--- src/rtl/ksa_pkg.sv ---
// Shared types and helpers for the RC4-style key-scheduling engine and its consumers.
package ksa_pkg;

    localparam int unsigned DefAddrW    = 8;
    localparam int unsigned DefKeyBytes = 3;

    // Widest key / element the shared extraction helper can serve.
    localparam int unsigned KeyMaxBits = 4096;
    localparam int unsigned ElemMaxW   = 16;

    typedef enum logic [3:0] {
        StIdle,
        StInit,
        StSwRi,
        StSwLi,
        StSwRj,
        StSwLj,
        StSwWi,
        StSwWj,
        StDone
    } state_e;

    // Element 0 sits in the most significant bits of the key.
    function automatic logic [ElemMaxW-1:0] key_elem(
        input logic [KeyMaxBits-1:0] key,
        input int unsigned           key_bytes,
        input int unsigned           elem_w,
        input int unsigned           k
    );
        return ElemMaxW'(key >> ((key_bytes - 1 - k) * elem_w));
    endfunction

endpackage

--- src/rtl/ksa_sched_if.sv ---
// Single-port S-memory bus between the key scheduler (master) and the RAM (slave).
interface ksa_sched_if #(
    parameter int unsigned ADDR_W = ksa_pkg::DefAddrW
) ();

    logic [ADDR_W-1:0] mem_addr;
    logic [ADDR_W-1:0] mem_wr_data;
    logic              mem_wr_en;
    logic [ADDR_W-1:0] mem_rd_data;

    modport master (
        output mem_addr,
        output mem_wr_data,
        output mem_wr_en,
        input  mem_rd_data
    );

    modport slave (
        input  mem_addr,
        input  mem_wr_data,
        input  mem_wr_en,
        output mem_rd_data
    );

endinterface

--- src/rtl/ksa_key_sel.sv ---
// Combinational key element selector: returns element k of a packed key.
module ksa_key_sel
    import ksa_pkg::*;
#(
    parameter int unsigned ADDR_W    = DefAddrW,
    parameter int unsigned KEY_BYTES = DefKeyBytes,
    localparam int unsigned KeyIdxW  = (KEY_BYTES > 1) ? $clog2(KEY_BYTES) : 1
) (
    input  logic [KEY_BYTES*ADDR_W-1:0] key_i,
    input  logic [KeyIdxW-1:0]          k_i,
    output logic [ADDR_W-1:0]           elem_o
);

    // Only the low ADDR_W bits of the wide helper result are meaningful.
    logic [ElemMaxW-1:0] elem_wide_unused;

    assign elem_wide_unused = key_elem(KeyMaxBits'(key_i), KEY_BYTES, ADDR_W, 32'(k_i));
    assign elem_o           = elem_wide_unused[ADDR_W-1:0];

endmodule

--- src/rtl/ksa_sched.sv ---
// RC4-style key scheduler: optional S[i]=i init, then the j/swap loop over a
// single-port synchronous S-memory. All outputs are registered.
module ksa_sched
    import ksa_pkg::*;
#(
    parameter int unsigned ADDR_W    = DefAddrW,
    parameter int unsigned KEY_BYTES = DefKeyBytes,
    localparam int unsigned KeyIdxW  = (KEY_BYTES > 1) ? $clog2(KEY_BYTES) : 1
) (
    input  logic                        clk,
    input  logic                        reset_n,
    input  logic                        start,
    input  logic                        skip_init,
    input  logic [KEY_BYTES*ADDR_W-1:0] key,
    output logic                        busy,
    output logic                        done,
    ksa_sched_if.master                 mem
);

    state_e                      state_q, state_d;
    logic [ADDR_W-1:0]           i_q, i_d;
    logic [ADDR_W-1:0]           j_q, j_d;
    logic [ADDR_W-1:0]           si_q, si_d;
    logic [KeyIdxW-1:0]          k_q, k_d;
    logic [KEY_BYTES*ADDR_W-1:0] key_q, key_d;
    logic [ADDR_W-1:0]           addr_q, addr_d;
    logic [ADDR_W-1:0]           wdata_q, wdata_d;
    logic                        wren_q, wren_d;
    logic                        busy_q, busy_d;
    logic                        done_q, done_d;
    logic [ADDR_W-1:0]           key_el;

    ksa_key_sel #(
        .ADDR_W    (ADDR_W),
        .KEY_BYTES (KEY_BYTES)
    ) u_key_sel (
        .key_i  (key_q),
        .k_i    (k_q),
        .elem_o (key_el)
    );

    // Outputs are computed for the state being entered, so they line up with it.
    always_comb begin
        state_d = state_q;
        i_d     = i_q;
        j_d     = j_q;
        k_d     = k_q;
        si_d    = si_q;
        key_d   = key_q;
        addr_d  = addr_q;
        wdata_d = wdata_q;
        wren_d  = 1'b0;
        busy_d  = busy_q;
        done_d  = 1'b0;
        unique case (state_q)
            StIdle: begin
                busy_d = 1'b0;
                if (start) begin
                    key_d  = key;
                    i_d    = '0;
                    j_d    = '0;
                    k_d    = '0;
                    busy_d = 1'b1;
                    addr_d = '0;
                    if (skip_init) begin
                        state_d = StSwRi;
                    end else begin
                        state_d = StInit;
                        wren_d  = 1'b1;
                        wdata_d = '0;
                    end
                end
            end
            StInit: begin
                if (i_q == '1) begin
                    i_d     = '0;
                    addr_d  = '0;
                    state_d = StSwRi;
                end else begin
                    i_d     = i_q + 1'b1;
                    wren_d  = 1'b1;
                    addr_d  = i_d;
                    wdata_d = i_d;
                end
            end
            StSwRi: state_d = StSwLi;
            StSwLi: begin
                si_d    = mem.mem_rd_data;
                j_d     = ADDR_W'({2'b00, j_q} + {2'b00, mem.mem_rd_data} + {2'b00, key_el});
                addr_d  = j_d;
                state_d = StSwRj;
            end
            StSwRj: state_d = StSwLj;
            StSwLj: begin
                // S[j] goes straight into the write-data register for the S[i] write.
                wren_d  = 1'b1;
                addr_d  = i_q;
                wdata_d = mem.mem_rd_data;
                state_d = StSwWi;
            end
            StSwWi: begin
                wren_d  = 1'b1;
                addr_d  = j_q;
                wdata_d = si_q;
                state_d = StSwWj;
            end
            StSwWj: begin
                i_d = i_q + 1'b1;
                k_d = (k_q == KeyIdxW'(KEY_BYTES - 1)) ? '0 : k_q + 1'b1;
                if (i_q == '1) begin
                    done_d  = 1'b1;
                    state_d = StDone;
                end else begin
                    addr_d  = i_d;
                    state_d = StSwRi;
                end
            end
            StDone: begin
                busy_d  = 1'b0;
                state_d = StIdle;
            end
            default: state_d = StIdle;
        endcase
    end

    always_ff @(posedge clk or negedge reset_n) begin
        if (!reset_n) begin
            state_q <= StIdle;
            i_q     <= '0;
            j_q     <= '0;
            k_q     <= '0;
            si_q    <= '0;
            key_q   <= '0;
            addr_q  <= '0;
            wdata_q <= '0;
            wren_q  <= 1'b0;
            busy_q  <= 1'b0;
            done_q  <= 1'b0;
        end else begin
            state_q <= state_d;
            i_q     <= i_d;
            j_q     <= j_d;
            k_q     <= k_d;
            si_q    <= si_d;
            key_q   <= key_d;
            addr_q  <= addr_d;
            wdata_q <= wdata_d;
            wren_q  <= wren_d;
            busy_q  <= busy_d;
            done_q  <= done_d;
        end
    end

    assign busy            = busy_q;
    assign done            = done_q;
    assign mem.mem_addr    = addr_q;
    assign mem.mem_wr_data = wdata_q;
    assign mem.mem_wr_en   = wren_q;

endmodule

--- src/flat_wrapper.sv ---
// flat-port wrapper written by rule: the top's interface ports become plain ports
module ksa_sched_flat import ksa_pkg::*;
#(
    parameter int unsigned ADDR_W    = DefAddrW,
    parameter int unsigned KEY_BYTES = DefKeyBytes,
    localparam int unsigned KeyIdxW  = (KEY_BYTES > 1) ? $clog2(KEY_BYTES) : 1
)
  (clk, reset_n, start, skip_init, key, busy, done, mem_mem_addr, mem_mem_wr_data, mem_mem_wr_en, mem_mem_rd_data);
  ksa_sched_if #(.ADDR_W(ADDR_W)) mem_i ();
  input  logic clk;
  input  logic reset_n;
  input  logic start;
  input  logic skip_init;
  input  logic [KEY_BYTES*ADDR_W-1:0] key;
  output logic busy;
  output logic done;
  output wire logic [$bits(mem_i.mem_addr)-1:0] mem_mem_addr;
  output wire logic [$bits(mem_i.mem_wr_data)-1:0] mem_mem_wr_data;
  output wire logic [$bits(mem_i.mem_wr_en)-1:0] mem_mem_wr_en;
  input wire logic [$bits(mem_i.mem_rd_data)-1:0] mem_mem_rd_data;
  assign mem_mem_addr = mem_i.mem_addr;
  assign mem_mem_wr_data = mem_i.mem_wr_data;
  assign mem_mem_wr_en = mem_i.mem_wr_en;
  assign mem_i.mem_rd_data = mem_mem_rd_data;
  ksa_sched #(.ADDR_W(ADDR_W), .KEY_BYTES(KEY_BYTES)) u_core (.clk(clk), .reset_n(reset_n), .start(start), .skip_init(skip_init), .key(key), .busy(busy), .done(done), .mem(mem_i));
endmodule
--- config.mk ---
export PLATFORM = sky130hd
export DESIGN_NAME = ksa_sched_flat
export DESIGN_NICKNAME = d
export VERILOG_FILES = /design/src/rtl/ksa_pkg.sv /design/src/rtl/ksa_sched_if.sv /design/src/rtl/ksa_key_sel.sv /design/src/rtl/ksa_sched.sv /design/src/flat_wrapper.sv
export SDC_FILE = /design/constraint.sdc
export NUM_CORES = 1
export LEC_CHECK = 0
export CAP_MARGIN = 5
export CORE_MARGIN = 2
export CORE_UTILIZATION = 50
export DETAILED_ROUTE_END_ITERATION = 7
export GPL_TIMING_DRIVEN = 0
export PLACE_DENSITY_LB_ADDON = 0.3
export SKIP_CTS_REPAIR_TIMING = 1
export SLEW_MARGIN = 20
export SYNTH_ARGS = -nofsm -noshare
export SYNTH_HDL_FRONTEND = slang
export SYNTH_SLANG_ARGS = --single-unit
--- constraint.sdc ---
create_clock -name clk -period 3.8 [get_ports clk]
set_input_delay 1.14 -clock clk [delete_from_list [all_inputs] [get_ports clk]]
set_output_delay 1.14 -clock clk [all_outputs]
set_load 0.01 [all_outputs]
==> impl_metrics.json <==
{
  "seqPwrFrac": 0.270,
  "timing.rr.start": "u_core.k_q[0]",
  "antenna_left": 0,
  "min_from": "u_core.si_q[2]",
  "endpoint_kind": "flip-flop",
  "cp.arrival_ns": 4.09,
  "antenna_found_initial": 0,
  "cts_sinks": 73,
  "syn_area_per_cell_um2": 10.7,
  "die_area_um2": 8600,
  "gp_congestion": 0.899,
  "ys_seq_area_frac": 0.464,
  "critical_path.max_stage_delay_ns": 0.53,
  "drive_gt1_frac": 0.173,
  "diodes": 0,
  "synth-seq-cells": 73,
  "final.fill_count": 595,
  "syn_inst": 369,
  "wl_per_cell_um": 18.0,
  "worstPathRequired_ns": 4.08,
  "cp_max_fo": 2,
  "vias": 3257,
  "synthFlopType": "dfrtp_1",
  "critical_path.cell_chain": "clkdlybuf4s50_1 -> inv_1 -> fa_1 -> inv_1 -> ha_2 -> fa_2 -> a21o_1 -> a221oi_2 -> xnor2_1 -> mux2i_1 -> a221o_1",
  "regToRegSetupSlack_ns": 0.04,
  "holdWs_ns": 0.484,
  "vias_per_cell": 5.90,
  "fin_ws_ns": -0.00891,
  "detail_route.first_pass.iterations": 5,
  "p_comb_frac": 0.594,
  "h-tree-depth": 3,
  "track_usage": 0.242,
  "coreArea_um2": 7690,
  "cts_tree": "built",
  "min_path_cells": 2,
  "maxSlewHeadroom": 0.422,
  "violations": "setup timing",
  "ctsLongestPathBuffers": 2,
  "intPower_mw": 2.89,
  "place_inst": 526,
  "finClkSkew_ns": 0.00548,
  "syn_nets": 423,
  "drt-total-wl_mm": 9.91,
  "r2r-end": "u_core.mem.mem_addr[7]",
  "final_cells": 552,
  "start_util": 0.512,
  "grt_overflow": 0,
  "grt_max_degree": 54,
  "fin_tns_setup_ns": -0.00891,
  "dp_hpwl_mm": 7.21,
  "finalHoldViolCount": 0,
  "maxCapViolations": 0,
  "fp.dieH_um": 92.7,
  "min_path_type": "flip-flop to flip-flop",
  "die_w_um": 92.7,
  "fin_nets": 500,
  "io_pins": 55,
  "worstRegToRegCells": 17,
  "drt_iter0_markers": 258,
  "root_buffer": "clkbuf_8",
  "final_common_cell": "dfrtp_1",
  "drcViolationCount": 0,
  "synth-edff-count": 0,
  "start_kind": "input pin",
  "area_growth_pct": 27.1,
  "power_density_nw_per_um2": 989,
  "crit_slowest_cell": "fa_1",
  "clk_pin_slew_ns": 0.07,
  "place.port_buffers": 54,
  "clock_power_share": 0.136,
  "p_leak_nw": 2.27,
  "final_cell_mix": "dfrtp_1, clkdlybuf4s50_1, nand2_1",
  "grt_pass1_wl_mm": 16.2,
  "fin_crit_ns": 3.81,
  "irDropWorstVdd_mv": 0.708,
  "finalMaxSlewViolations": 0,
  "max_freq_mhz": 263,
  "insertion_delay_ns": 0.35,
  "yosysUniqueCellTypes": 51,
  "ys.warnings.count": 0,
  "worstSetupPathType": "input pin to flip-flop",
  "synth-async-reset-ratio": 1.00,
  "swShare": 0.416,
  "numCtsBuffers": 9,
  "row_count": 32,
  "grt_pass1_vias": 3197,
  "crit_top_cell": "inv_1",
  "tightest_slew_ns": 0.866,
  "hold_path_end": "u_core.si_q[2]",
  "power.switching_mw": 2.06,
  "fin_crit_sh": 1.00,
  "setup_viol": 1,
  "outcome": "finished, violations left",
  "syn_area_um2": 3940
}
## how the worst max path moves through the flow
| stage | start | to | slack (ns) | cells after the start |
|---|---|---|---|---|
| 6_report | mem_mem_rd_data[1] | u_core.mem.mem_addr[7] | -0.009 | 11 |
| 3_3_place_gp | reset_n | u_core.si_q[6] | -0.96 | 1 |
| 4_1_cts | u_core.k_q[0] | u_core.mem.mem_addr[7] | -0.49 | 18 |
| 2_1_floorplan | u_core.k_q[0] | u_core.mem.mem_addr[7] | 0.02 | 18 |
| 3_5_place_dp | mem_mem_rd_data[1] | u_core.mem.mem_addr[7] | -0.47 | 11 |
| 5_1_grt | u_core.k_q[0] | u_core.mem.mem_addr[7] | -0.05 | 17 |
## Yosys cell counts (7+ instances only)
cell,n,area share
mux2_2,24,0.069
nand2_1,49,0.047
xnor2_1,8,0.018
mux2i_1,11,0.028
nor2_1,25,0.024
clkbuf_1,12,0.011
a22o_1,13,0.029
inv_1,9,0.0086
a21oi_1,18,0.023
fa_1,8,0.041
dfrtp_1,73,0.46
o21ai_0,14,0.018
ha_1,10,0.032
xor2_1,7,0.016
## layout make-up
| class | instances | area [µm²] | area share |
|---|---|---|---|
| repair buffers | 66 | 648 | 0.130 |
| clock buffers | 10 | 138 | 0.0275 |
| plain buffers | 21 | 124 | 0.0248 |
| clock inverters | 5 | 80.1 | 0.0160 |
| well taps | 102 | 128 | 0.0255 |
| multi-input cells | 266 | 2020 | 0.404 |
| flip-flops and latches | 73 | 1830 | 0.366 |
| inverters | 9 | 33.8 | 0.00676 |
## metrics by stage
step | worst slack (ns) | utilization | area, µm² | power (mW)
floorplan | 0.0180 | - | 3940 | 3.22
global placement | -0.957 | 0.600 | 4610 | 3.89
detailed placement | -0.472 | 0.604 | 4650 | 4.00
CTS | -0.489 | 0.633 | 4860 | 4.69
global route | -0.0480 | 0.650 | 5000 | 5.31
finish | -0.00891 | 0.650 | 5000 | 4.95
## power by group through the flow
stage               clock network, mW  registers, mW  logic, mW
finish                          0.673           1.34       2.94
global route                    0.716           1.37       3.22
CTS                             0.683           1.33       2.67
detailed placement                  0           1.35       2.65
global placement                    0           1.33       2.55
floorplan                           0           1.32       1.91
## cell families (layout without fill, tap and decap cells)
family,Yosys count,in the layout,synth area share
compound gates,89,89,0.167
xor+xnor,15,15,0.0334
buf+inv,30,111,0.0343
mux,35,35,0.0967
simple gates,109,109,0.132
flops,73,73,0.464
fa+ha+maj,18,18,0.0725
## worst max-delay path, delay by kind of cell
kind	cells	cell delay (ns)
XOR/XNOR	1	0.19
multiplexers	1	0.33
AO/OA/AOI/OAI	3	0.71
adder cells (fa/ha/maj)	3	1.09
buffers and inverters	3	0.63
## registers in the layout, summed over array words and instances, names as in the netlist
register	count
u_core.key_q	24
u_core.i_q	8
u_core.j_q	8
u_core.mem.mem_addr	8
u_core.mem.mem_wr_data	8
u_core.si_q	8
u_core.state_q	4
u_core.k_q	2
u_core.busy	1
u_core.done	1
u_core.mem.mem_wr_en	1
## per-layer routing
metal	global-route usage	share of wire
met1	0.357	0.45
met2	0.369	0.48
met5	0	0
met4	0.0784	0.014
met3	0.0358	0.060
Power figures use the tool's default switching activity.
==> variant 1, RTL diff (same settings) <==
Put one more register stage on the output `done`, cleared by the reset. The value now appears one clock later. The other outputs are not delayed to match.
--- a/src/rtl/ksa_sched.sv
+++ b/src/rtl/ksa_sched.sv
@@ -154,3 +154,9 @@
     assign busy            = busy_q;
-    assign done            = done_q;
+    always_ff @(posedge clk or negedge reset_n) begin
+        if (!reset_n) begin
+            done <= '0;
+        end else begin
+            done <= done_q;
+        end
+    end
     assign mem.mem_addr    = addr_q;
Check against the original RTL: same outputs for any inputs over 4 cycles, from zero or initial values and one cycle with reset_n low; that may be too few to reach the edited logic, so the function may still have changed.
==> variant 1 against the original RTL <==
- setup slack better by 0.22 ns
- sequential share of layout area down 0.11 points
- final area up 1.6%
- routed wire length up 2.7%
- synthesized area is 2.9% higher
- cell count grew 2.2%
- clock skew increased by 0.0057 ns
- synthesized cell count increased by 4.1%
- die area grew 2.8%
- first-iteration DRC count up 26%
- sequential cell count grew 1
- critical endpoint is now u_core.mem.mem_addr[5]
Power is left out: it rests on default switching activity, and per cell area and clock period it moved more than threefold.
==> variant 1: results (changes against the original RTL) <==
Outcome
  – Status: finished, final reports clean (was finished, violations left)

Detailed routing
  – Routed len/inst: 18.1 um (was 18.0 um)
  – Detailed router's first-iteration violation count: 325 (was 258)
  – Vias per cell: 5.83 (was 5.90)
  – Initial DRT Pass Iterations: 5 (unchanged)

Yosys
  – Top cell types by occurrence after synthesis: dfrtp_1, nand2_1, mux2_2, nor2_1, o21ai_0 (was dfrtp_1, nand2_1, nor2_1, mux2_2, a21oi_1)
  – Syn nets: 438 (was 423)
  – Distinct cells, synth: 62 (was 51)
  – Asr flop ratio synth: 1.00 (unchanged)
  – Seq/Total Area, Yosys: 0.457 (was 0.464)
  – Top post-synthesis cells by area: dfrtp_1, mux2_2, nand2_1, fa_1, ha_1 (unchanged)
  – Synth Warn #: 0 (unchanged)

Setup path
  – Reg2reg start: u_core.k_q[0] (unchanged)
  – Crit path to: u_core.mem.mem_addr[5] (was u_core.mem.mem_addr[7])
  – Crit path launch: u_core.k_q[0] (was mem_mem_rd_data[1])
  – Worst R2R Path Depth: 17 (unchanged)
  – CP max FO: 8 (was 2)
  – FF-to-FF End: u_core.mem.mem_addr[5] (was u_core.mem.mem_addr[7])
  – CP arrival: 3.80 ns (was 4.09 ns)

STA
  – Final WS setup: 0.214 ns (was -0.00891 ns)
  – Clock skew: 0.0112 ns (was 0.00548 ns)
  – Hold Slack: 0.354 ns (was 0.484 ns)
  – Measured slew at the worst slew-check pin: 0.810 ns (was 0.866 ns)

Hold path
  – Hold Path Sink: u_core.done (was u_core.si_q[2])
  – Worst hold stages: 0 (was 2)
  – Hold Crit Class: reg2reg (unchanged)
  – Hold Path Origin: u_core.done_q (was u_core.si_q[2])

Clock tree
  – Deepest clock path buffer count: 2 (unchanged)
  – Clk_lat worst skew: 0.35 ns (about the same)
  – CTS Buf Count: 9 (unchanged)
  – Htree depth: 3 (unchanged)
  – Root Buffer: clkbuf_8 (unchanged)
  – Clk pin slew, worst setup/hold paths: 0.08 ns

Global routing
  – Initial antenna violation count: 0 (unchanged)
  – Vias in the first global route: 3,249 (was 3,197)
  – GRT Total Usage: 0.245 (was 0.242)
  – First-pass GRT wire length: 16.4 mm (was 16.2 mm)
  – Largest net degree at the start of global routing: 52 (was 54)

Place
  – Port buffer count: 54 (unchanged)
  – Pre-CTS WS: -0.508 ns (was -0.472 ns)
  – Placed inst area: 0.00474 mm^2 (was 0.00465 mm^2)
  – RePlAce Congestion: 0.877 (was 0.899)
  – Post-DP HPWL: 7.53 mm (was 7.21 mm)

Finish
  – Antenna diodes: 0 (unchanged)
  – Layout Nets: 511 (was 500)
  – Layout cells sized above 1: 0.167 (was 0.173)
  – Top reg by flops: u_core.key_q (unchanged)
  – Max FFs per register: 24 (unchanged)
[variant 1: cells by family (layout without fill, tap and decap cells)]
kind of cell	Yosys count	in the layout	share of synthesized area
buffers and inverters	40	118	0.0423
AND/OR/NAND/NOR	109	109	0.136
adder cells (fa/ha/maj)	18	18	0.0704
flip-flops	74	74	0.457
AO/OA/AOI/OAI	95	95	0.168
XOR/XNOR	14	14	0.0337
multiplexers	34	34	0.0924
[variant 1: metal layers]
| metal | part of all wire | GRT usage | up-vias |
|---|---|---|---|
| met4 | 0.021 | 0.0845 | 0 |
| met3 | 0.063 | 0.0433 | 22 |
| met1 | 0.40 | 0.314 | 1608 |
| met2 | 0.51 | 0.420 | 134 |
| li1 | - | - | 1525 |
| met5 | 0 | 0 | - |
[variant 1: critical path, stage by stage (launching register included)]
cell and delay (ns):
dfrtp_1 0.41, buf_6 0.13, inv_1 0.05, ha_1 0.28
buf_6 0.13, and2_4 0.20, nand2_1 0.06, o21ai_0 0.08
nand2b_1 0.10, fa_1 0.48, inv_1 0.04, ha_1 0.23
fa_2 0.41, a21oi_4 0.15, o21bai_1 0.09, mux2i_1 0.15
a221oi_1 0.28, o311ai_1 0.17
[variant 1: cell type report]
| class | count | area [um^2] |
|---|---|---|
| multi-input combinational | 270 | 2050 |
| sequential | 74 | 1850 |
| buffer | 20 | 110 |
| tap | 102 | 128 |
| fill | 649 | 2730 |
| clock buffer | 10 | 128 |
| clock inverter | 6 | 115 |
| inverter | 19 | 71.3 |
| timing repair buffer | 63 | 626 |
[variant 1: through the flow]
step           instances  TNS [ns]
2_1_floorplan        384         0
3_3_place_gp         540    -72.50
3_5_place_dp         541     -1.72
4_1_cts              557     -1.87
5_1_grt              564   -0.0405
6_report             564         0
==> variant 2, RTL diff (config.mk and constraints unchanged) <==
Without the edit above. The package constant `DefKeyBytes` goes from 3 to 2.
--- a/src/rtl/ksa_pkg.sv
+++ b/src/rtl/ksa_pkg.sv
@@ -4,3 +4,3 @@
     localparam int unsigned DefAddrW    = 8;
-    localparam int unsigned DefKeyBytes = 3;
+    localparam int unsigned DefKeyBytes = 2;
 
Interface: changed (resized key); port bits go from 55 to 47. The function was not compared with the original's and may differ.
==> variant 2 against the original RTL <==
- via count fell by 16%
- cell count fell by 16%
- synthesized area fell by 11%
- final area fell by 15%
- routed wire length fell by 14%
- worst hold slack improved by 0.0013 ns
- sequential cell count fell by 9
- setup slack improved by 0.32 ns
- die area fell by 11%
- core utilization fell by 2.1 points
- highest routed layer unchanged
Power is left out: it rests on default switching activity, and per cell area and clock period it moved more than threefold.
==> variant 2: results (changes against the original RTL) <==
Outcome
  – Status: finished, final reports clean (was finished, violations left)

Setup path
  – FF-to-FF setup slack: 0.47 ns (was 0.04 ns)
  – Crit path to: u_core.mem.mem_addr[5] (was u_core.mem.mem_addr[7])
  – CP max stage delay: 0.57 ns (was 0.53 ns)
  – FF-to-FF End: u_core.mem.mem_addr[5] (was u_core.mem.mem_addr[7])
  – CP max FO: 3 (was 2)
  – CP arrival: 3.76 ns (was 4.09 ns)
  – Reg2reg start: u_core.k_q (was u_core.k_q[0])
  – Worst R2R Path Depth: 11 (was 17)

Global routing
  – GRT Total Usage: 0.246 (was 0.242)
  – First-pass GRT wire length: 14.1 mm (was 16.2 mm)
  – Largest net degree at the start of global routing: 40 (was 54)
  – Vias in the first global route: 2,786 (was 3,197)

Yosys
  – Seq/Total Area, Yosys: 0.459 (was 0.464)
  – Post-Synth Adder-Cell Area: 0.0710 (was 0.0725)
  – Top cell types by occurrence after synthesis: dfrtp_1, nand2_1, mux2_2, nor2_1, o21ai_0 (was dfrtp_1, nand2_1, nor2_1, mux2_2, a21oi_1)
  – Multiplexer area fraction after synthesis: 0.0832 (was 0.0967)
  – Top post-synthesis cells by area: dfrtp_1, mux2_2, fa_1, nand2_1, ha_1 (was dfrtp_1, mux2_2, nand2_1, fa_1, ha_1)
  – Syn nets: 363 (was 423)
  – Compound-Gate Fraction of Synth Area: 0.190 (was 0.167)
  – Distinct cells, synth: 55 (was 51)
  – Synth Instances: 320 (was 369)
  – Synth Warn #: 0 (unchanged)

Finish
  – Max FFs per register: 16 (was 24)
  – Final std cells w/o fill: 463 (was 552)
  – FILL cells: 556 (was 595)
  – Layout Nets: 421 (was 500)
  – Multi-input logic area: 0.00176 mm^2 (was 0.00202 mm^2)

Detailed routing
  – Detailed router's first-iteration violation count: 253 (was 258)
  – DRT Wirelength: 8.49 mm (was 9.91 mm)
  – Vias per cell: 5.89 (was 5.90)

Place
  – Placed Cells: 447 (was 526)
  – Post-DP HPWL: 6.30 mm (was 7.21 mm)
  – Pre-CTS WS: -0.0703 ns (was -0.472 ns)
  – RePlAce Congestion: 0.854 (was 0.899)
  – Port buffer count: 46 (was 54)
  – Placed inst area: 0.00407 mm^2 (was 0.00465 mm^2)

STA
  – FMAX: 286 MHz (was 263 MHz)
  – Clock skew: 0.00564 ns (was 0.00548 ns)
  – Measured slew at the worst slew-check pin: 0.606 ns (was 0.866 ns)

Hold path
  – Hold Path Origin: u_core.si_q[1] (was u_core.si_q[2])
[variant 2: changes by cell type in the layout (fill, tap and decap cells not counted), moves of 8 or more]
| cell | before | now |
|---|---|---|
| nand2_1 | 49 | 41 |
| buf_4 | 12 | 4 |
| clkdlybuf4s50_1 | 53 | 45 |
| mux2i_1 | 10 | 2 |
| a21oi_1 | 16 | 8 |
| nor2_1 | 25 | 16 |
| dfrtp_1 | 72 | 64 |
[variant 2: logic make-up after synthesis]
group           Yosys count
simple gates             89
fa+ha+maj                15
mux                      26
buf+inv                  26
flops                    64
compound gates           87
xor+xnor                 13
[variant 2: routing by layer]
layer | global-route usage | share of wire | up-vias
met4 | 0.106 | 0.019 | 0
met5 | 0 | 0 | -
met2 | 0.387 | 0.48 | 88
met1 | 0.336 | 0.44 | 1347
met3 | 0.0436 | 0.064 | 14
li1 | - | - | 1276
[variant 2: tightest hold or removal path, cell delays in order, from the launching register on]
cell and delay, ns:
dfrtp_1 0.35, nand2_1 0.05, nand2_1 0.06
[variant 2: how the worst min path moves through the flow]
stage	slack (ns)	to
final	0.49	u_core.si_q[1]
after global routing	0.51	u_core.mem.mem_addr[3]
after CTS	0.48	u_core.si_q[1]
after detailed placement	0.47	u_core.si_q[1]
after global placement	0.46	u_core.si_q[7]
after floorplan	0.45	u_core.si_q[4]
[variant 2: cell type report]
type | instances | area share
Timing Repair Buffer | 47 | 0.112
Inverter | 8 | 0.00706
Buffer | 18 | 0.0218
Tap cell | 80 | 0.0235
Sequential cell | 64 | 0.377
Clock inverter | 6 | 0.0141
Clock buffer | 10 | 0.0300
Multi-Input combinational cell | 230 | 0.415
